**src/rtl/program_loader_if.sv**
```systemverilog
//------------------------------------------------------------------------------
// program_loader_if
// Bundles the byte stream from the serial receiver, the program memory write
// port, the CPU fetch address and the loader status flags.
//   slave  : the loader side (consumes rx stream and CPU address, drives the
//            memory port and status)
//   master : the environment side (UART receiver / CPU / memory / bench)
// Signals:
//   rx_data[7:0], rx_valid       received byte and its one-cycle strobe
//   cpu_address_rom[ADDR_W-1:0]  CPU instruction fetch address
//   address_rom[ADDR_W-1:0]      address to program memory
//   data_rom[15:0], wren_rom     program memory write data / write enable
//   cpu_run, busy, done, error   CPU enable and load status
//------------------------------------------------------------------------------
interface program_loader_if #(
   parameter int unsigned ADDR_W = 16
) ();
   logic [7:0]        rx_data;
   logic              rx_valid;
   logic [ADDR_W-1:0] cpu_address_rom;
   logic [ADDR_W-1:0] address_rom;
   logic [15:0]       data_rom;
   logic              wren_rom;
   logic              cpu_run;
   logic              busy;
   logic              done;
   logic              error;

   modport slave (
      input  rx_data, rx_valid, cpu_address_rom,
      output address_rom, data_rom, wren_rom, cpu_run, busy, done, error
   );

   modport master (
      output rx_data, rx_valid, cpu_address_rom,
      input  address_rom, data_rom, wren_rom, cpu_run, busy, done, error
   );
endinterface

```
**src/rtl/program_loader.sv**
```systemverilog
//------------------------------------------------------------------------------
// program_loader
// Receives a framed byte stream (MAGIC, LEN_LO, LEN_HI, LEN x {lo,hi}, CHK),
// writes the assembled 16-bit words into program memory from address 0 while
// the CPU is stalled, then hands the memory address bus to the CPU and
// raises cpu_run once the checksum matches.
// Ports:
//   clock    system clock, all logic on posedge
//   reset_n  asynchronous active-low reset
//   bus      program_loader_if.slave (rx stream, memory port, CPU address,
//            status flags)
//------------------------------------------------------------------------------
module program_loader #(
   parameter int unsigned ADDR_W    = 16,
   parameter int unsigned MAX_WORDS = 1024,
   parameter logic [7:0]  MAGIC     = 8'hA5
) (
   input logic             clock,
   input logic             reset_n,
   program_loader_if.slave bus
);

   typedef enum logic [2:0] {
      S_WAIT_MAGIC = 3'd0,
      S_LEN_LO     = 3'd1,
      S_LEN_HI     = 3'd2,
      S_DATA_LO    = 3'd3,
      S_DATA_HI    = 3'd4,
      S_CHECK      = 3'd5,
      S_DONE       = 3'd6,
      S_ERROR      = 3'd7
   } state_t;

   // 8-bit running checksum, wraps mod 256
   function automatic logic [7:0] chk_add(input logic [7:0] acc, input logic [7:0] b);
      return acc + b;
   endfunction

   state_t            state_r, state_n;
   logic [15:0]       len_r;
   logic [7:0]        lo_r;
   logic [7:0]        acc_r;
   logic [ADDR_W-1:0] index_r;
   logic [ADDR_W-1:0] load_addr_r;
   logic [15:0]       data_r;
   logic              wren_r;
   logic              busy_r;
   logic              done_r;
   logic              error_r;
   logic              cpu_run_r;

   logic              acc_clr_s;
   logic              acc_add_s;
   logic              len_lo_ld_s;
   logic              len_hi_ld_s;
   logic              lo_ld_s;
   logic              wr_fire_s;
   logic [15:0]       len_s;

   // State register
   always_ff @(posedge clock or negedge reset_n) begin
      if (!reset_n) begin
         state_r <= S_WAIT_MAGIC;
      end else begin
         state_r <= state_n;
      end
   end

   // Next-state and datapath control decode, advancing only on accepted bytes
   always_comb begin
      state_n     = state_r;
      acc_clr_s   = 1'b0;
      acc_add_s   = 1'b0;
      len_lo_ld_s = 1'b0;
      len_hi_ld_s = 1'b0;
      lo_ld_s     = 1'b0;
      wr_fire_s   = 1'b0;
      len_s       = {bus.rx_data, len_r[7:0]};
      if (bus.rx_valid) begin
         case (state_r)
            S_WAIT_MAGIC, S_ERROR: begin
               if (bus.rx_data == MAGIC) begin
                  state_n   = S_LEN_LO;
                  acc_clr_s = 1'b1;
               end else begin
                  state_n = state_r;
               end
            end
            S_LEN_LO: begin
               len_lo_ld_s = 1'b1;
               acc_add_s   = 1'b1;
               state_n     = S_LEN_HI;
            end
            S_LEN_HI: begin
               len_hi_ld_s = 1'b1;
               acc_add_s   = 1'b1;
               if ((len_s == 16'h0000) || (len_s > 16'(MAX_WORDS))) begin
                  state_n = S_ERROR;
               end else begin
                  state_n = S_DATA_LO;
               end
            end
            S_DATA_LO: begin
               lo_ld_s   = 1'b1;
               acc_add_s = 1'b1;
               state_n   = S_DATA_HI;
            end
            S_DATA_HI: begin
               acc_add_s = 1'b1;
               wr_fire_s = 1'b1;
               if ((index_r + ADDR_W'(1)) == ADDR_W'(len_r)) begin
                  state_n = S_CHECK;
               end else begin
                  state_n = S_DATA_LO;
               end
            end
            S_CHECK: begin
               if (bus.rx_data == acc_r) begin
                  state_n = S_DONE;
               end else begin
                  state_n = S_ERROR;
               end
            end
            S_DONE: begin
               state_n = S_DONE;
            end
            default: begin
               state_n = S_WAIT_MAGIC;
            end
         endcase
      end else begin
         state_n = state_r;
      end
   end

   // Datapath, write pipeline and registered status flags
   always_ff @(posedge clock or negedge reset_n) begin
      if (!reset_n) begin
         len_r       <= 16'h0000;
         lo_r        <= 8'h00;
         acc_r       <= 8'h00;
         index_r     <= '0;
         load_addr_r <= '0;
         data_r      <= 16'h0000;
         wren_r      <= 1'b0;
         busy_r      <= 1'b0;
         done_r      <= 1'b0;
         error_r     <= 1'b0;
         cpu_run_r   <= 1'b0;
      end else begin
         if (acc_clr_s) begin
            acc_r   <= 8'h00;
            index_r <= '0;
         end else begin
            if (acc_add_s) begin
               acc_r <= chk_add(acc_r, bus.rx_data);
            end
            if (wr_fire_s) begin
               index_r <= index_r + ADDR_W'(1);
            end
         end
         if (len_lo_ld_s) begin
            len_r[7:0] <= bus.rx_data;
         end
         if (len_hi_ld_s) begin
            len_r[15:8] <= bus.rx_data;
         end
         if (lo_ld_s) begin
            lo_r <= bus.rx_data;
         end
         // One-deep write slot: a word completes at most every second byte,
         // so the slot is always free again before the next word arrives.
         wren_r      <= wr_fire_s;
         load_addr_r <= wr_fire_s ? index_r : '0;
         data_r      <= wr_fire_s ? {bus.rx_data, lo_r} : 16'h0000;
         busy_r      <= (state_n == S_LEN_LO) || (state_n == S_LEN_HI) ||
                        (state_n == S_DATA_LO) || (state_n == S_DATA_HI) ||
                        (state_n == S_CHECK);
         done_r      <= (state_n == S_DONE);
         error_r     <= (state_n == S_ERROR);
         cpu_run_r   <= (state_n == S_DONE);
      end
   end

   // The CPU owns the address bus combinationally once it is running
   assign bus.address_rom = cpu_run_r ? bus.cpu_address_rom : load_addr_r;
   assign bus.data_rom    = data_r;
   assign bus.wren_rom    = wren_r;
   assign bus.cpu_run     = cpu_run_r;
   assign bus.busy        = busy_r;
   assign bus.done        = done_r;
   assign bus.error       = error_r;

endmodule

```
**src/flat_wrapper.sv**
```systemverilog
// flat-port wrapper written by rule: the top's interface ports become plain ports
module program_loader_flat 
#(
   parameter int unsigned ADDR_W    = 16,
   parameter int unsigned MAX_WORDS = 1024,
   parameter logic [7:0]  MAGIC     = 8'hA5
)
  (clock, reset_n, bus_rx_data, bus_rx_valid, bus_cpu_address_rom, bus_address_rom, bus_data_rom, bus_wren_rom, bus_cpu_run, bus_busy, bus_done, bus_error);
  program_loader_if #(.ADDR_W(ADDR_W)) bus_i ();
  input logic clock;
  input logic reset_n;
  input wire logic [$bits(bus_i.rx_data)-1:0] bus_rx_data;
  input wire logic [$bits(bus_i.rx_valid)-1:0] bus_rx_valid;
  input wire logic [$bits(bus_i.cpu_address_rom)-1:0] bus_cpu_address_rom;
  output wire logic [$bits(bus_i.address_rom)-1:0] bus_address_rom;
  output wire logic [$bits(bus_i.data_rom)-1:0] bus_data_rom;
  output wire logic [$bits(bus_i.wren_rom)-1:0] bus_wren_rom;
  output wire logic [$bits(bus_i.cpu_run)-1:0] bus_cpu_run;
  output wire logic [$bits(bus_i.busy)-1:0] bus_busy;
  output wire logic [$bits(bus_i.done)-1:0] bus_done;
  output wire logic [$bits(bus_i.error)-1:0] bus_error;
  assign bus_i.rx_data = bus_rx_data;
  assign bus_i.rx_valid = bus_rx_valid;
  assign bus_i.cpu_address_rom = bus_cpu_address_rom;
  assign bus_address_rom = bus_i.address_rom;
  assign bus_data_rom = bus_i.data_rom;
  assign bus_wren_rom = bus_i.wren_rom;
  assign bus_cpu_run = bus_i.cpu_run;
  assign bus_busy = bus_i.busy;
  assign bus_done = bus_i.done;
  assign bus_error = bus_i.error;
  program_loader #(.ADDR_W(ADDR_W), .MAX_WORDS(MAX_WORDS), .MAGIC(MAGIC)) u_core (.clock(clock), .reset_n(reset_n), .bus(bus_i));
endmodule
```
**config.mk**
```make
export PLATFORM = sky130hd
export DESIGN_NAME = program_loader_flat
export DESIGN_NICKNAME = d
export VERILOG_FILES = /design/src/rtl/program_loader_if.sv /design/src/rtl/program_loader.sv /design/src/flat_wrapper.sv
export SDC_FILE = /design/constraint.sdc
export NUM_CORES = 1
export LEC_CHECK = 0
export CORE_MARGIN = 4
export CORE_UTILIZATION = 40
export CTS_BUF_LIST = sky130_fd_sc_hd__clkbuf_4
export DETAILED_ROUTE_END_ITERATION = 10
export SETUP_SLACK_MARGIN = 0.3
export SKIP_LAST_GASP = 1
export SLEW_MARGIN = 10
export SYNTH_ARGS = -nofsm -noshare
export SYNTH_HDL_FRONTEND = slang
export SYNTH_SLANG_ARGS = --single-unit
```
**constraint.sdc**
```tcl
create_clock -name clock -period 2.6 [get_ports clock]
set_input_delay 0.52 -clock clock [delete_from_list [all_inputs] [get_ports clock]]
set_output_delay 0.52 -clock clock [all_outputs]
set_load 0.005 [all_outputs]
```
Word-level counts from Yosys, hierarchy flattened
Index checks and enable logic that the tools add are counted.

Add/subtract/negate cells: 2. Order comparisons: 1. Equality and inequality tests: 17. Muxes and demuxes: 26. Reductions and logical operators: 11.

Operators with widths (count): two-way mux 16 bit (5); equality test 3 bit, second input constant (8); case mux 3 bit (7 select lines) (1); adder 16 x 1 -> 16 bit, second input constant (1); equality test 16 bit (1); > comparator 16 x 11 -> 1 bit, second input constant (1); zero test 16 bit (1); two-way mux 8 bit (2); two-way mux 1 bit (14); equality test 3 x 2 -> 1 bit, second input constant (4); two-way mux 3 bit (4); adder 8 bit (1); equality test 8 bit (1); equality test 8 bit, second input constant (1); equality test 3 x 1 -> 1 bit, second input constant (2); logical OR 1 bit (5); nonzero test 2 bit (2); OR reduction 4 bit (1); zero test 3 bit (1); OR reduction 2 bit (1).

Register bits: 87. Input port bits: 27. Output and inout bits: 37. Logic and storage cells: 69.

Logic depth before layout (Yosys ltp)
Depth in word-level cells: 10. Depth in mapped cells: 9.

Least setup slack after synthesis
OpenSTA, ideal clock, no wires.

Path kind: input-to-reg. From: input bus_rx_data[1]. To: register u_core.acc_r[7]. Arrival: 2.093 ns. Required time: 2.521 ns. Path slack: 0.428 ns. Stages: 8. Buffers on the path: 0. Path through: ha_1 a21o_1 a21oi_1 o21bai_1 a2111oi_0 nor3_1 mux2i_1 mux2i_1.

Cells in the longest elaborated chain, start to end: 5. Elaborated cells between the ends (all ways): 8. Classes of those cells: 1 x add/sub; 1 x eq/ne; 5 x mux; 1 x reduce/logical.

Ends and longest elaborated chain: start: declaration (line flat_wrapper.sv:12) `input wire logic [$bits(bus_i.rx_data)-1:0] bus_rx_data;`; branches (longest 5 deep; another with adder 8 bit); end signal: assignment (line program_loader.sv:156) `acc_r <= chk_add(acc_r, bus.rx_data);`; end: declaration (line program_loader.sv:42) `logic [7:0] acc_r;`.

Parallel ways; which one is timed is not known. The select of a mux whose other input is x is not followed. A chain may end at the register's enable or synchronous reset.

==> results.json <==
{
  "status": "finished, final reports clean",
  "htree_levels": 3,
  "ys_seq_area_share_pct": 48.9,
  "yosys_warnings": 0,
  "cts_made_buffers": 9,
  "clkLatencyLatePin_ns": 0.44,
  "ctsHoldBuffers": 0,
  "setup_viol": 0,
  "grt_first_pass_wirelength_mm": 16.4,
  "first_iter_violations": 124,
  "synthesis.nets": 445,
  "synth_edf_count": 0,
  "whs_ns": 0.0488,
  "end_kind": "output port",
  "wl_per_cell_um": 15.5,
  "dpl_cell_area_um2": 5410,
  "gp_congestion": 0.828,
  "nets": 530,
  "grt_pass1_vias": 3172,
  "final_cell_mix": "83 x dfrtp_1, 62 x clkdlybuf4s50_1, 40 x mux2_2",
  "hold_viol": 0,
  "syn_area_um2": 4450,
  "critPathRequiredTime_ns": 2.08,
  "maxCapViolCount": 0,
  "ys.flop_type": "dfrtp_1",
  "tightest_slew_ns": 0.583,
  "syn_avg_cell_area_um2": 10.9,
  "relSlewSlack_pct": 61.1,
  "place_ws_ns": -0.130,
  "synthToLayoutAreaGrowth_pct": 25.7,
  "fp.dieArea_um2": 12900,
  "setup_ws_ns": 0.283,
  "timing.fmax_mhz": 432,
  "vias": 3257,
  "hold_class": "in -> async",
  "min_period_ns": 2.32,
  "ys_async_sr_fraction_pct": 100,
  "fin_skew_ns": 0.0230,
  "cp.arrival_ns": 1.80,
  "synthCells": 409,
  "io_pins": 64,
  "drc": 0,
  "p_leak_nw": 2.53,
  "yosysUniqueCellTypes": 55,
  "gr-total-overflow": 0,
  "post-route-period-util_pct": 89.1,
  "p_per_area_nw_per_um2": 797,
  "path_clk_slew_ns": 0.17,
  "critPathLaunchType": "flip-flop",
  "dpl.hpwl_mm": 7.18,
  "ys_ff_latch": 87,
  "cts_tree": "done",
  "final_cells": 639,
  "cp_max_fo": 17,
  "p_total_mw": 4.46,
  "final_antenna_net_count": 0,
  "die_w_um": 113,
  "viasPerCell": 5.10,
  "drive_above_1_share_pct": 22.2,
  "setup_tns_ns": 0,
  "fin_util_pct": 51.6,
  "rsz0062_at_grt": "true",
  "peakVddDrop_mv": 0.317,
  "cts_root_buffer": "clkbuf_4",
  "firstDrtPassIters": 4,
  "design_area_um2": 5590,
  "path_class": "reg -> out",
  "antenna_found_initial": 0,
  "grt.total_usage_pct": 16.0,
  "numPortBuffers": 63,
  "row_count": 38,
  "final_max_slew_viol_count": 0,
  "final_common_cell": "dfrtp_1",
  "antenna_cells": 0,
  "clock_sinks": 87,
  "grt_max_degree": 45,
  "initial_core_util_pct": 41.0,
  "coreArea_um2": 10800,
  "placed_cells": 622,
  "die_h_um": 113,
  "wl_mm": 9.89,
  "clock_path_buffers": 2
}
[routing by layer]
layer,global-route usage [%],wire (um),part of all wire [%],up-vias
met5,0,0,0,-
met4,4.81,136,1.4,0
met3,2.28,362,3.7,11
met2,25.8,4630,47,65
met1,22.4,4760,48,1591
li1,-,-,-,1590
[cells by family (layout without fill, tap and decap cells)]
family	count (synthesis)	in the layout	synth area share (%)
buffers and inverters	32	122	3.26
DFF	87	87	48.9
muxes	44	44	11.0
xor gates and xnor gates	41	41	8.07
AOI/OAI and AO/OA	49	49	7.40
and+or+nand+nor	147	147	18.6
adders and majority gates	9	9	2.70
[flip-flops by register name (all words and copies together), names as in the netlist]
| register | flops |
|---|---|
| u_core.bus.done | 1 |
| u_core.load_addr_r | 16 |
| u_core.bus.data_rom | 16 |
| u_core.state_r | 3 |
| u_core.bus.wren_rom | 1 |
| u_core.bus.error | 1 |
| u_core.bus.busy | 1 |
| u_core.index_r | 16 |
| u_core.len_r | 16 |
| u_core.acc_r | 8 |
| u_core.lo_r | 8 |
[cells in the mapped netlist, types with 4 or more instances]
master | count | area (um^2)
dfrtp_1 | 87 | 2180
mux2_2 | 40 | 450
and2_1 | 32 | 200
nor2_1 | 32 | 120
nand2_1 | 25 | 93.8
xor2_1 | 23 | 201
xnor2_1 | 18 | 158
a21oi_1 | 13 | 65.1
nand3_1 | 13 | 65.1
clkbuf_1 | 10 | 37.5
nand4_1 | 9 | 56.3
o22ai_1 | 9 | 56.3
buf_2 | 8 | 40.0
ha_1 | 8 | 100
inv_1 | 8 | 30.0
o21ai_0 | 7 | 35.0
and3_1 | 6 | 37.5
nor4_1 | 5 | 31.3
buf_4 | 4 | 30.0
mux2i_1 | 4 | 40.0
nor3_1 | 4 | 20.0
o211ai_1 | 4 | 30.0
[worst paths after layout]
kind | start | endpoint | slack, ns | cells after the start
setup / recovery | u_core.bus.done | bus_address_rom[5] | 0.28 | 3
hold / removal | reset_n | u_core.acc_r[5] | 0.05 | 1
setup reg to reg | u_core.index_r[0] | u_core.state_r[1] | 0.45 | 8
hold reg to reg | u_core.lo_r[3] | u_core.bus.data_rom[3] | 0.49 | 1
max in group asynchronous | reset_n | u_core.index_r[6] | 1.89 | 2
min in group clock | u_core.lo_r[3] | u_core.bus.data_rom[3] | 0.49 | 1
[worst max-delay path: stages (launching register included)]
cell	delay, ns
dfrtp_1	0.40
buf_12	0.16
mux2_2	0.34
clkdlybuf4s50_1	0.45
[where the power goes]
group          total, mW  switching [mW]  internal [mW]  leakage [nW]
Clock              0.751           0.525          0.226        0.0757
Combinational       1.75           0.760          0.995          1.32
Sequential          1.95           0.279           1.67          1.13
Total               4.46            1.56           2.89          2.53
[final cells by class]
type	count	area (um^2)
multi-input cells	290	2150
fillers	1009	5250
clock inverters	7	66.3
inverters	9	33.8
flip-flops and latches	87	2180
well taps	140	175
clock buffers	9	67.6
repair buffers	97	921
[what timing repair did]
action                                 4_1_cts  5_1_grt
setup endpoints to repair                   16       22
endpoints found under the hold margin        0        0
resized for setup                            3        9
pin swaps                                    0        4
gates cloned                                 0        0
setup buffers                                1        0
Power figures use the tool's default switching activity.
